[config.mk]
export PLATFORM = sky130hd
export DESIGN_NAME = falafel_lsu_arbiter
export DESIGN_NICKNAME = d
export VERILOG_FILES = /design/src/rtl/falafel_pkg.sv /design/src/rtl/falafel_rr_picker.sv /design/src/rtl/falafel_lsu_arbiter.sv
export SDC_FILE = /design/constraint.sdc
export NUM_CORES = 1
export LEC_CHECK = 0
export BUFFER_PORTS_ARGS = -buffer_cell sky130_fd_sc_hd__buf_4
export CORE_AREA = 2 2 233 235
export CTS_CLUSTER_SIZE = 20
export DETAILED_ROUTE_END_ITERATION = 6
export DIE_AREA = 0 0 235 237
export MAX_ROUTING_LAYER = met4
export PLACE_DENSITY = 0.37
export SLEW_MARGIN = 15
export SYNTH_ARGS = -nofsm -noshare
export SYNTH_HDL_FRONTEND = slang
export SYNTH_SLANG_ARGS = --single-unit
[constraint.sdc]
create_clock -name clk_i -period 1.8 [get_ports clk_i]
set_input_delay 0.09 -clock clk_i [delete_from_list [all_inputs] [get_ports clk_i]]
set_output_delay 0.09 -clock clk_i [all_outputs]
set_load 0.005 [all_outputs]
[src/rtl/falafel_pkg.sv]
// Shared falafel LSU types: op codes, word/free-block payloads and the
// state encoding of the LSU request arbiter.
package falafel_pkg;

  localparam int WORD_SIZE = 32;

  typedef logic [WORD_SIZE-1:0] word_t;

  typedef enum logic [1:0] {
    LSU_NOP     = 2'd0,
    LOAD_WORD   = 2'd1,
    STORE_WORD  = 2'd2,
    STORE_BLOCK = 2'd3
  } lsu_op_e;

  typedef struct packed {
    word_t size;
    word_t next_ptr;
  } free_block_t;

  typedef enum logic [1:0] {
    ARB_IDLE     = 2'd0,
    ARB_FWD      = 2'd1,
    ARB_WAIT_RSP = 2'd2
  } arb_state_e;

endpackage

[src/rtl/falafel_rr_picker.sv]
// Combinational round-robin picker: first set bit of req_i at or above
// rr_ptr_i, wrapping modulo NUM_REQ.
module falafel_rr_picker
  import falafel_pkg::*;
#(
  parameter int NUM_REQ = 2,
  parameter int IDX_W   = $clog2(NUM_REQ)
) (
  input  logic [NUM_REQ-1:0] req_i,
  input  logic [IDX_W-1:0]   rr_ptr_i,
  output logic               any_o,
  output logic [IDX_W-1:0]   winner_o
);

  logic [IDX_W:0]   sum;
  logic [IDX_W-1:0] idx;

  // Scan farthest-first so the candidate closest to rr_ptr_i is written last.
  always_comb begin
    any_o    = 1'b0;
    winner_o = '0;
    sum      = '0;
    idx      = '0;
    for (int k = NUM_REQ - 1; k >= 0; k--) begin
      sum = {1'b0, rr_ptr_i} + (IDX_W+1)'(k);
      if (sum >= (IDX_W+1)'(NUM_REQ)) sum = sum - (IDX_W+1)'(NUM_REQ);
      idx = sum[IDX_W-1:0];
      if (req_i[idx]) begin
        any_o    = 1'b1;
        winner_o = idx;
      end
    end
  end

endmodule

[src/rtl/falafel_lsu_arbiter.sv]
// Round-robin arbiter sharing the falafel LSU alloc request/response channel
// between NUM_REQ requesters; the grant is held until the response is consumed.
module falafel_lsu_arbiter
  import falafel_pkg::*;
#(
  parameter int NUM_REQ = 2,
  parameter int IDX_W   = $clog2(NUM_REQ)
) (
  input  logic                             clk_i,
  input  logic                             rst_i,
  input  logic [NUM_REQ-1:0]               req_val_i,
  output logic [NUM_REQ-1:0]               req_rdy_o,
  input  lsu_op_e     [NUM_REQ-1:0]        req_op_i,
  input  word_t       [NUM_REQ-1:0]        req_addr_i,
  input  word_t       [NUM_REQ-1:0]        req_word_i,
  input  free_block_t [NUM_REQ-1:0]        req_block_i,
  output logic [NUM_REQ-1:0]               rsp_val_o,
  input  logic [NUM_REQ-1:0]               rsp_rdy_i,
  output word_t                            rsp_word_o,
  output free_block_t                      rsp_block_o,
  output logic                             lsu_req_val_o,
  input  logic                             lsu_req_rdy_i,
  output lsu_op_e                          lsu_req_op_o,
  output word_t                            lsu_req_addr_o,
  output word_t                            lsu_req_word_o,
  output free_block_t                      lsu_req_block_o,
  input  logic                             lsu_rsp_val_i,
  output logic                             lsu_rsp_rdy_o,
  input  word_t                            lsu_rsp_word_i,
  input  free_block_t                      lsu_rsp_block_i,
  output logic                             busy_o,
  output logic [IDX_W-1:0]                 grant_idx_o
);

  arb_state_e       state_q;
  logic [IDX_W-1:0] rr_ptr_q;
  logic [IDX_W-1:0] grant_q;
  logic             any_val;
  logic [IDX_W-1:0] winner;

  falafel_rr_picker #(.NUM_REQ(NUM_REQ), .IDX_W(IDX_W)) u_picker (
    .req_i    (req_val_i),
    .rr_ptr_i (rr_ptr_q),
    .any_o    (any_val),
    .winner_o (winner)
  );

  always_ff @(posedge clk_i) begin
    if (rst_i) begin
      state_q  <= ARB_IDLE;
      rr_ptr_q <= '0;
      grant_q  <= '0;
    end else begin
      case (state_q)
        ARB_IDLE: begin
          if (any_val) begin
            grant_q <= winner;
            state_q <= ARB_FWD;
          end
        end
        ARB_FWD: begin
          if (lsu_req_val_o && lsu_req_rdy_i) state_q <= ARB_WAIT_RSP;
        end
        ARB_WAIT_RSP: begin
          if (lsu_rsp_val_i && lsu_rsp_rdy_o) begin
            rr_ptr_q <= (grant_q == IDX_W'(NUM_REQ - 1)) ? '0 : grant_q + IDX_W'(1);
            state_q  <= ARB_IDLE;
          end
        end
        default: state_q <= ARB_IDLE;
      endcase
    end
  end

  // Handshakes pass straight through to the granted requester only.
  always_comb begin
    req_rdy_o       = '0;
    rsp_val_o       = '0;
    lsu_req_val_o   = 1'b0;
    lsu_req_op_o    = LSU_NOP;
    lsu_req_addr_o  = '0;
    lsu_req_word_o  = '0;
    lsu_req_block_o = '0;
    lsu_rsp_rdy_o   = 1'b0;
    case (state_q)
      ARB_FWD: begin
        lsu_req_val_o      = req_val_i[grant_q];
        lsu_req_op_o       = req_op_i[grant_q];
        lsu_req_addr_o     = req_addr_i[grant_q];
        lsu_req_word_o     = req_word_i[grant_q];
        lsu_req_block_o    = req_block_i[grant_q];
        req_rdy_o[grant_q] = lsu_req_rdy_i;
      end
      ARB_WAIT_RSP: begin
        rsp_val_o[grant_q] = lsu_rsp_val_i;
        lsu_rsp_rdy_o      = rsp_rdy_i[grant_q];
      end
      default: ;
    endcase
  end

  assign rsp_word_o  = lsu_rsp_word_i;
  assign rsp_block_o = lsu_rsp_block_i;
  assign busy_o      = (state_q != ARB_IDLE);
  assign grant_idx_o = grant_q;

  // A granted requester must hold valid until its request is accepted.
  a_req_stable: assert property (@(posedge clk_i) disable iff (rst_i)
    (state_q == ARB_FWD) |-> req_val_i[grant_q]);

endmodule
==> metrics.md, run 1 <==
| Metric | Value |
|---|---|
| Final core utilization | `around an eighth` |
| Startpoint types | `register` |
| Hpwl dp | `13.9 mm` |
| Post-route clock period utilization | `94.7%` |
| GRT Residual Overflow | `0` |
| DRC Markers | `0` |
| Number of max-cap violations | `0` |
| Die Y | `237 µm` |
| Netlist cell types | `26` |
| Final ANT Viol Nets | `0` |
| Minimum clock period | `about 1.7 ns` |
| Max_slew headroom | `about four fifths` |
| Layout area overhead | `109%` |
| P per Cell Area | `approximately 310 mW/mm²` |
| Clock slew seen by the registers of the worst setup and hold paths | `roughly 0.030 ns` |
| GRT Util Overall | `5.18%` |
| Final Hold Viols | `0` |
| Number of setup buffers added after CTS | `0` |
| F_max | `about 600 MHz` |
| Leading area contributor after synthesis | `mux2i_1` |
| Initial antenna violation count | `0` |
| Number of CTS-inserted buffers | `3` |
| Final setup viols | `0` |
| Syn Nets | `~780` |
| Critical path endpoint category | `primary output` |
| H-tree depth | `1` |
| Share of cells above drive strength 1 | `59.7%` |
| Setup_tns | `0 ns` |
| CTS Hold Bufs | `0` |
| Critical path peak fanout | `26` |
| TritonCTS clock tree | `done` |
| Slew @ Worst Pin | `about 0.32 ns` |
| GPL Wtd Cong | `between 0.7 and 0.8` |
| Mapped Area | `0.00299 mm²` |
| Clock Latency Late Sink | `0.22 ns` |
| Unrepaired setup endpoints after global routing | `false` |
| First-pass GRT wire length | `~22 mm` |
| Reg-to-reg slack, setup | `0.44 ns` |
| Clock sink total | `4` |
| Port Buffers | `405` |
| Ant diodes | `0` |
| Core area | `~0.053 mm²` |
| Num ports | `598` |
| Pre-Repair DR Iteration Count | `4` |
| Seq/Total Area, Yosys | `2.68%` |
| Worst setup margin | `0.0945 ns` |
| Final hold slack | `0.0905 ns` |
| Synth warnings | `0` |
| Final Max Tran Viols | `0` |
| Average size of a mapped cell | `7.12 µm²` |
| Worst Skew | `0.00168 ns` |
| Place WS | `0.283 ns` |
| DIE AREA | `0.0557 mm²` |
| Share of the synthesized area in the top cell type | `43.8%` |
| Row count | `85` |
| Vias in the first global route | `3,836` |
| Run status | `finished clean` |
| Initial drt markers | `107` |
| Cell count after synthesis | `420` |
| Register bit count reported by yosys | `4` |
| Starting Density | `under 10%` |
| Via density | `approximately 2.7` |
| # fillers | `roughly 6,200` |
| Largest net degree at the start of global routing | `66` |
| Leakage | `0.00283 µW` |
| Fin nets | `1,082` |
| Top cells by area, synth | `mux2i_1 (44%), buf_4 (27%), nor2_1 (17%)` |
| Die Span X | `235 µm` |
| Clock buffer depth | `2` |
| Cts repair resizes | `0` |
| HP Class | `in -> reg` |
| WP data required | `between 1.5 and 2 ns` |
| Worst VDD drop | `240 µV` |
| Routed WL | `15.8 mm` |
| WS Path Type | `reg -> out` |
| Wire length per cell | `approximately 11 µm` |
| Vias | `3,876` |
| CTS root buf | `clkbuf_16` |
| Critical path arrival | `~1.6 ns` |
==> metal layers <==
metal / up-vias / GRT usage, % / part of all wire [%]
met5: - / - / 0
met4: 0 / 1.25 / 2.6
met3: 46 / 1.57 / 8.5
met2: 240 / 8.75 / 49
met1: 1705 / 5.99 / 39
li1: 1885 / - / -
==> layout make-up <==
| cell class | instances | area, µm² | share of cell area [%] |
|---|---|---|---|
| multi-input cells | 286 | 1990 | 31.7 |
| well taps | 696 | 871 | 13.9 |
| flip-flops and latches | 4 | 83.8 | 1.34 |
| repair buffers | 419 | 3220 | 51.5 |
| inverters | 4 | 15.0 | 0.240 |
| clock buffers | 4 | 78.8 | 1.26 |
==> cell families (layout without fill, tap and decap cells) <==
kind of cell	count (synthesis)	in the layout	share of synthesized area [%]
AO/OA/AOI/OAI	7	7	1.63
buffers and inverters	130	427	31.2
flip-flops	4	4	2.68
multiplexers	132	132	44.3
AND/OR/NAND/NOR	147	147	20.2
==> stage by stage <==
| step | std cells | power [µW] | instance area [µm²] |
|---|---|---|---|
| 3_3_place_gp | 1409 | 1630 | 6180 |
| 2_1_floorplan | 420 | 834 | 2990 |
| 6_report | 1413 | 1950 | 6250 |
| 4_1_cts | 1413 | 1990 | 6250 |
| 3_5_place_dp | 1409 | 1630 | 6180 |
| 5_1_grt | 1413 | 2100 | 6250 |
==> synthesized netlist by cell type (all sizes together) <==
library cell and instances:
clkbuf 3, and2b 1, and4 1, o211ai 1, and3 3, nand2 2
mux2i 131, nor4 1, a2111oi 1, mux2 1, nor2b 2, a31oi 1
inv 4, nand3 1, nand2b 1, nor2 133, a21oi 2, dfxtp 4
o21ai 2, nor3 1, buf 123, and2 1
==> cells in the final DEF (no fill, tap or decap), drive strengths merged <==
cell type and instances:
a2111oi 1, a21oi 2, a31oi 1, and2 1, and2b 1, and3 3
and4 1, buf 419, clkbuf 4, dfxtp 4, inv 4, mux2 1
mux2i 131, nand2 2, nand2b 1, nand3 1, nor2 133, nor2b 2
nor3 1, nor4 1, o211ai 1, o21ai 2
==> power by group <==
part	switching, µW	internal (µW)	total [µW]
clock network	61.2	292	354
logic	584	913	1500
registers	9.14	93.8	103
total	655	1300	1950
==> state kept, by name (all words and copies together) (netlist names) <==
name         flops
rr_ptr_q         1
grant_idx_o      1
state_q          2
==> path summary, 6_finish.rpt <==
check / start / end / depth (start not counted)
hold / removal: rst_i / grant_idx_o$_SDFFE_PP0P_ / 2
hold reg to reg: rr_ptr_q$_SDFFE_PP0P_ / rr_ptr_q$_SDFFE_PP0P_ / 2
setup / recovery: grant_idx_o$_SDFFE_PP0P_ / lsu_req_block_o[53] / 5
setup reg to reg: grant_idx_o$_SDFFE_PP0P_ / state_q[0]$_SDFFE_PP0P_ / 4
==> critical path: stages (launching register included) <==
cell and delay, ns:
dfxtp_4 0.37, buf_12 0.19, buf_12 0.23, mux2i_1 0.36, nor2_1 0.07, buf_4 0.14
Power figures use the tool's default switching activity.
==> inputs of run 2 (changes only) <==
--- a/config.mk
+++ b/config.mk
@@ -6,10 +6,10 @@
 export NUM_CORES = 1
 export LEC_CHECK = 0
 export BUFFER_PORTS_ARGS = -buffer_cell sky130_fd_sc_hd__buf_4
-export CORE_AREA = 2 2 233 235
+export CORE_AREA = 3 3 234 236
 export CTS_CLUSTER_SIZE = 20
 export DETAILED_ROUTE_END_ITERATION = 6
-export DIE_AREA = 0 0 235 237
+export DIE_AREA = 0 0 237 239
 export MAX_ROUTING_LAYER = met4
 export PLACE_DENSITY = 0.37
 export SLEW_MARGIN = 15
==> run 2 against run 1 <==
Net effect:
- via count rose by 0.77%
- setup slack improved by 0.053 ns
- largest cell class unchanged
- sequential share of layout area barely moved
- combinational power barely moved
- maximum frequency rose by 3.2%
- critical path depth did not move
- global-route usage rose by 0.16 points
- power rose by 0.72%
- sequential power barely moved
- count of clock-buffer cells in the layout did not move
- first-iteration DRC count fell by 42%
- final area rose by 0.44%
==> metrics.md, run 2 (synthesis results as in run 1) <==
| Metric | Value |
|---|---|
| Met2 routed WL | `8.61 mm (+10%)` |
| Slew @ Worst Pin | `0.337 ns (+0.0162 ns)` |
| Vias | `3,906 (+0.77%)` |
| # fillers | `6,150 (-0.74%)` |
| Final Max Tran Viols | `0 (unchanged)` |
| Switching power | `655 µW (about the same)` |
| Final ANT Viol Nets | `0 (unchanged)` |
| Reg-to-reg slack, setup | `0.40 ns (-0.04 ns)` |
| Number of max-cap violations | `0 (unchanged)` |
| Cell Int Power | `1310 µW (+1.0%)` |
| Critical path arrival | `1.56 ns (-0.06 ns)` |
| Multi-input combinational cell area | `0.00199 mm² (unchanged)` |
| Register area | `83.8 µm² (unchanged)` |
| Seq pwr share | `5.2% (about the same)` |
| Commonest non-fill, non-tap cells in the layout | `buf_4 (418), nor2_1 (133), mux2i_1 (131)` |
| Ant diodes | `0 (unchanged)` |
| Largest net degree at the start of global routing | `58 (-12%)` |
| Pre-Repair DR Iteration Count | `4 (unchanged)` |
| Run status | `finished clean` |
| Clock buffer depth | `2 (unchanged)` |
| Initial drt markers | `62 (-42%)` |
| Share of cells above drive strength 1 | `60.0% (+0.28 points)` |
| DRC Markers | `0 (unchanged)` |
| Worst VDD drop | `248 µV (+3.2%)` |
| P per Cell Area | `313 mW/mm² (+0.28%)` |
| Initial antenna violation count | `0 (unchanged)` |
| Max reg flops | `2 (unchanged)` |
| Port Buffers | `405 (unchanged)` |
| Hpwl dp | `14.2 mm (+2.3%)` |
| H-tree depth | `1 (unchanged)` |
| First-pass GRT wire length | `23.3 mm (+4.0%)` |
| WS Path Type | `reg -> out` |
| Leakage | `0.00286 µW (+0.96%)` |
| Max_slew headroom | `77.4% (-0.64 points)` |
| Routed WL | `16.5 mm (+4.3%)` |
| GRT Util Overall | `5.34% (+0.16 points)` |
| Switching share of power | `33.3% (-0.21 points)` |
| TritonCTS clock tree | `done` |
| CTS root buf | `clkbuf_16` |
| Combinational share of power | `76.8% (+0.2 points)` |
| Die Y | `239 µm (+0.84%)` |
| GPL Wtd Cong | `0.772 (-1.5%)` |
| Core area | `0.0527 mm² (-1.2%)` |
| HP Class | `in -> reg` |
| Cts repair resizes | `0 (unchanged)` |
| WL met3 | `1.45 mm (+7.6%)` |
| Num ports | `598 (unchanged)` |
| Total power | `1970 µW (+0.72%)` |
| Fin nets | `1,087 (+0.46%)` |
| Most flops, register | `state_q` |
| Number of setup buffers added after CTS | `0 (unchanged)` |
| F_max | `605 MHz (+3.2%)` |
| Vias in the first global route | `4,200 (+9.5%)` |
| Clk pwr share | `18.0% (about the same)` |
| WP data required | `1.71 ns (about the same)` |
| Fin cells | `1,410 (-0.21%)` |
| Minimum clock period | `1.65 ns (-0.0527 ns)` |
| Number of CTS-inserted buffers | `3 (unchanged)` |
| Highest routed layer | `met4` |
| Post-route clock period utilization | `91.8% (-2.9 points)` |
| Row count | `84 (-1.2%)` |
| Commonest non-fill, non-tap cell in the layout | `buf_4` |
| Startpoint types | `register` |
| Die Span X | `237 µm (+0.85%)` |
| Worst Skew | `0.00409 ns (+0.00241 ns)` |
| Starting Density | `5.68% (+0.067 points)` |
| CTS Hold Bufs | `0 (unchanged)` |
| Clock sink total | `4 (unchanged)` |
| Unrepaired setup endpoints after global routing | `false` |
| Clock Latency Late Sink | `0.22 ns (about the same)` |
| Final Hold Viols | `0 (unchanged)` |
| Critical path peak fanout | `31 (+19%)` |
| DIE AREA | `0.0566 mm² (+1.7%)` |
| Wire length per cell | `11.7 µm (+4.5%)` |
| Setup_tns | `0 ns (unchanged)` |
| Via density | `2.77 (+0.99%)` |
| GRT Residual Overflow | `0 (unchanged)` |
| Critical path endpoint category | `primary output` |
| Metal-1 WL | `5.83 mm (-6.4%)` |
| Clock slew seen by the registers of the worst setup and hold paths | `0.03 ns (about the same)` |
| Final setup viols | `0 (unchanged)` |
| Placed Cells | `1,406 (-0.21%)` |
| Layout area overhead | `110%` |
[run 2: area by class of cell]
cell class              instances  area share [%]
clock buffers                   4            1.25
well taps                     688            13.7
repair buffers                424            51.9
flip-flops and latches          4            1.33
inverters                       4           0.239
multi-input cells             286            31.6
[run 2: final timing paths]
path | depth (start not counted) | endpoint | startpoint
worst max-delay path | 5 | lsu_req_block_o[45] | grant_idx_o$_SDFFE_PP0P_
worst min-delay path | 2 | grant_idx_o$_SDFFE_PP0P_ | rst_i
worst max register to register | 4 | state_q[0]$_SDFFE_PP0P_ | grant_idx_o$_SDFFE_PP0P_
worst min register to register | 2 | rr_ptr_q$_SDFFE_PP0P_ | rr_ptr_q$_SDFFE_PP0P_
[run 2: per-layer routing]
layer	vias to the layer above	global-route usage [%]
li1	1896	-
met5	-	-
met3	46	1.03
met2	275	9.72
met4	0	2.47
met1	1689	5.55
[run 2: worst max-delay path, cell delays in order (launching register included)]
cell and delay (ns):
dfxtp_4 0.36, buf_12 0.21, buf_12 0.26, mux2i_1 0.28, nor2_1 0.06, buf_4 0.13
[run 2: metrics by stage]
step	utilization [%]	setup slack (ns)	area (µm²)	hold WS (ns)
after floorplan	-	0.595	2990	0.159
after global placement	11.8	0.333	6200	0.180
after detailed placement	11.8	0.305	6200	0.180
after CTS	11.9	0.0664	6280	0.0770
after global routing	11.9	0.0250	6280	0.0821
final	11.9	0.147	6280	0.0742
[run 2: power groups by stage]
stage / combinational, µW / clock [µW] / sequential (µW)
2_1_floorplan: 734 / 0 / 99.8
3_3_place_gp: 1540 / 0 / 103
3_5_place_dp: 1540 / 0 / 103
4_1_cts: 1550 / 362 / 102
5_1_grt: 1660 / 367 / 103
6_report: 1510 / 354 / 102
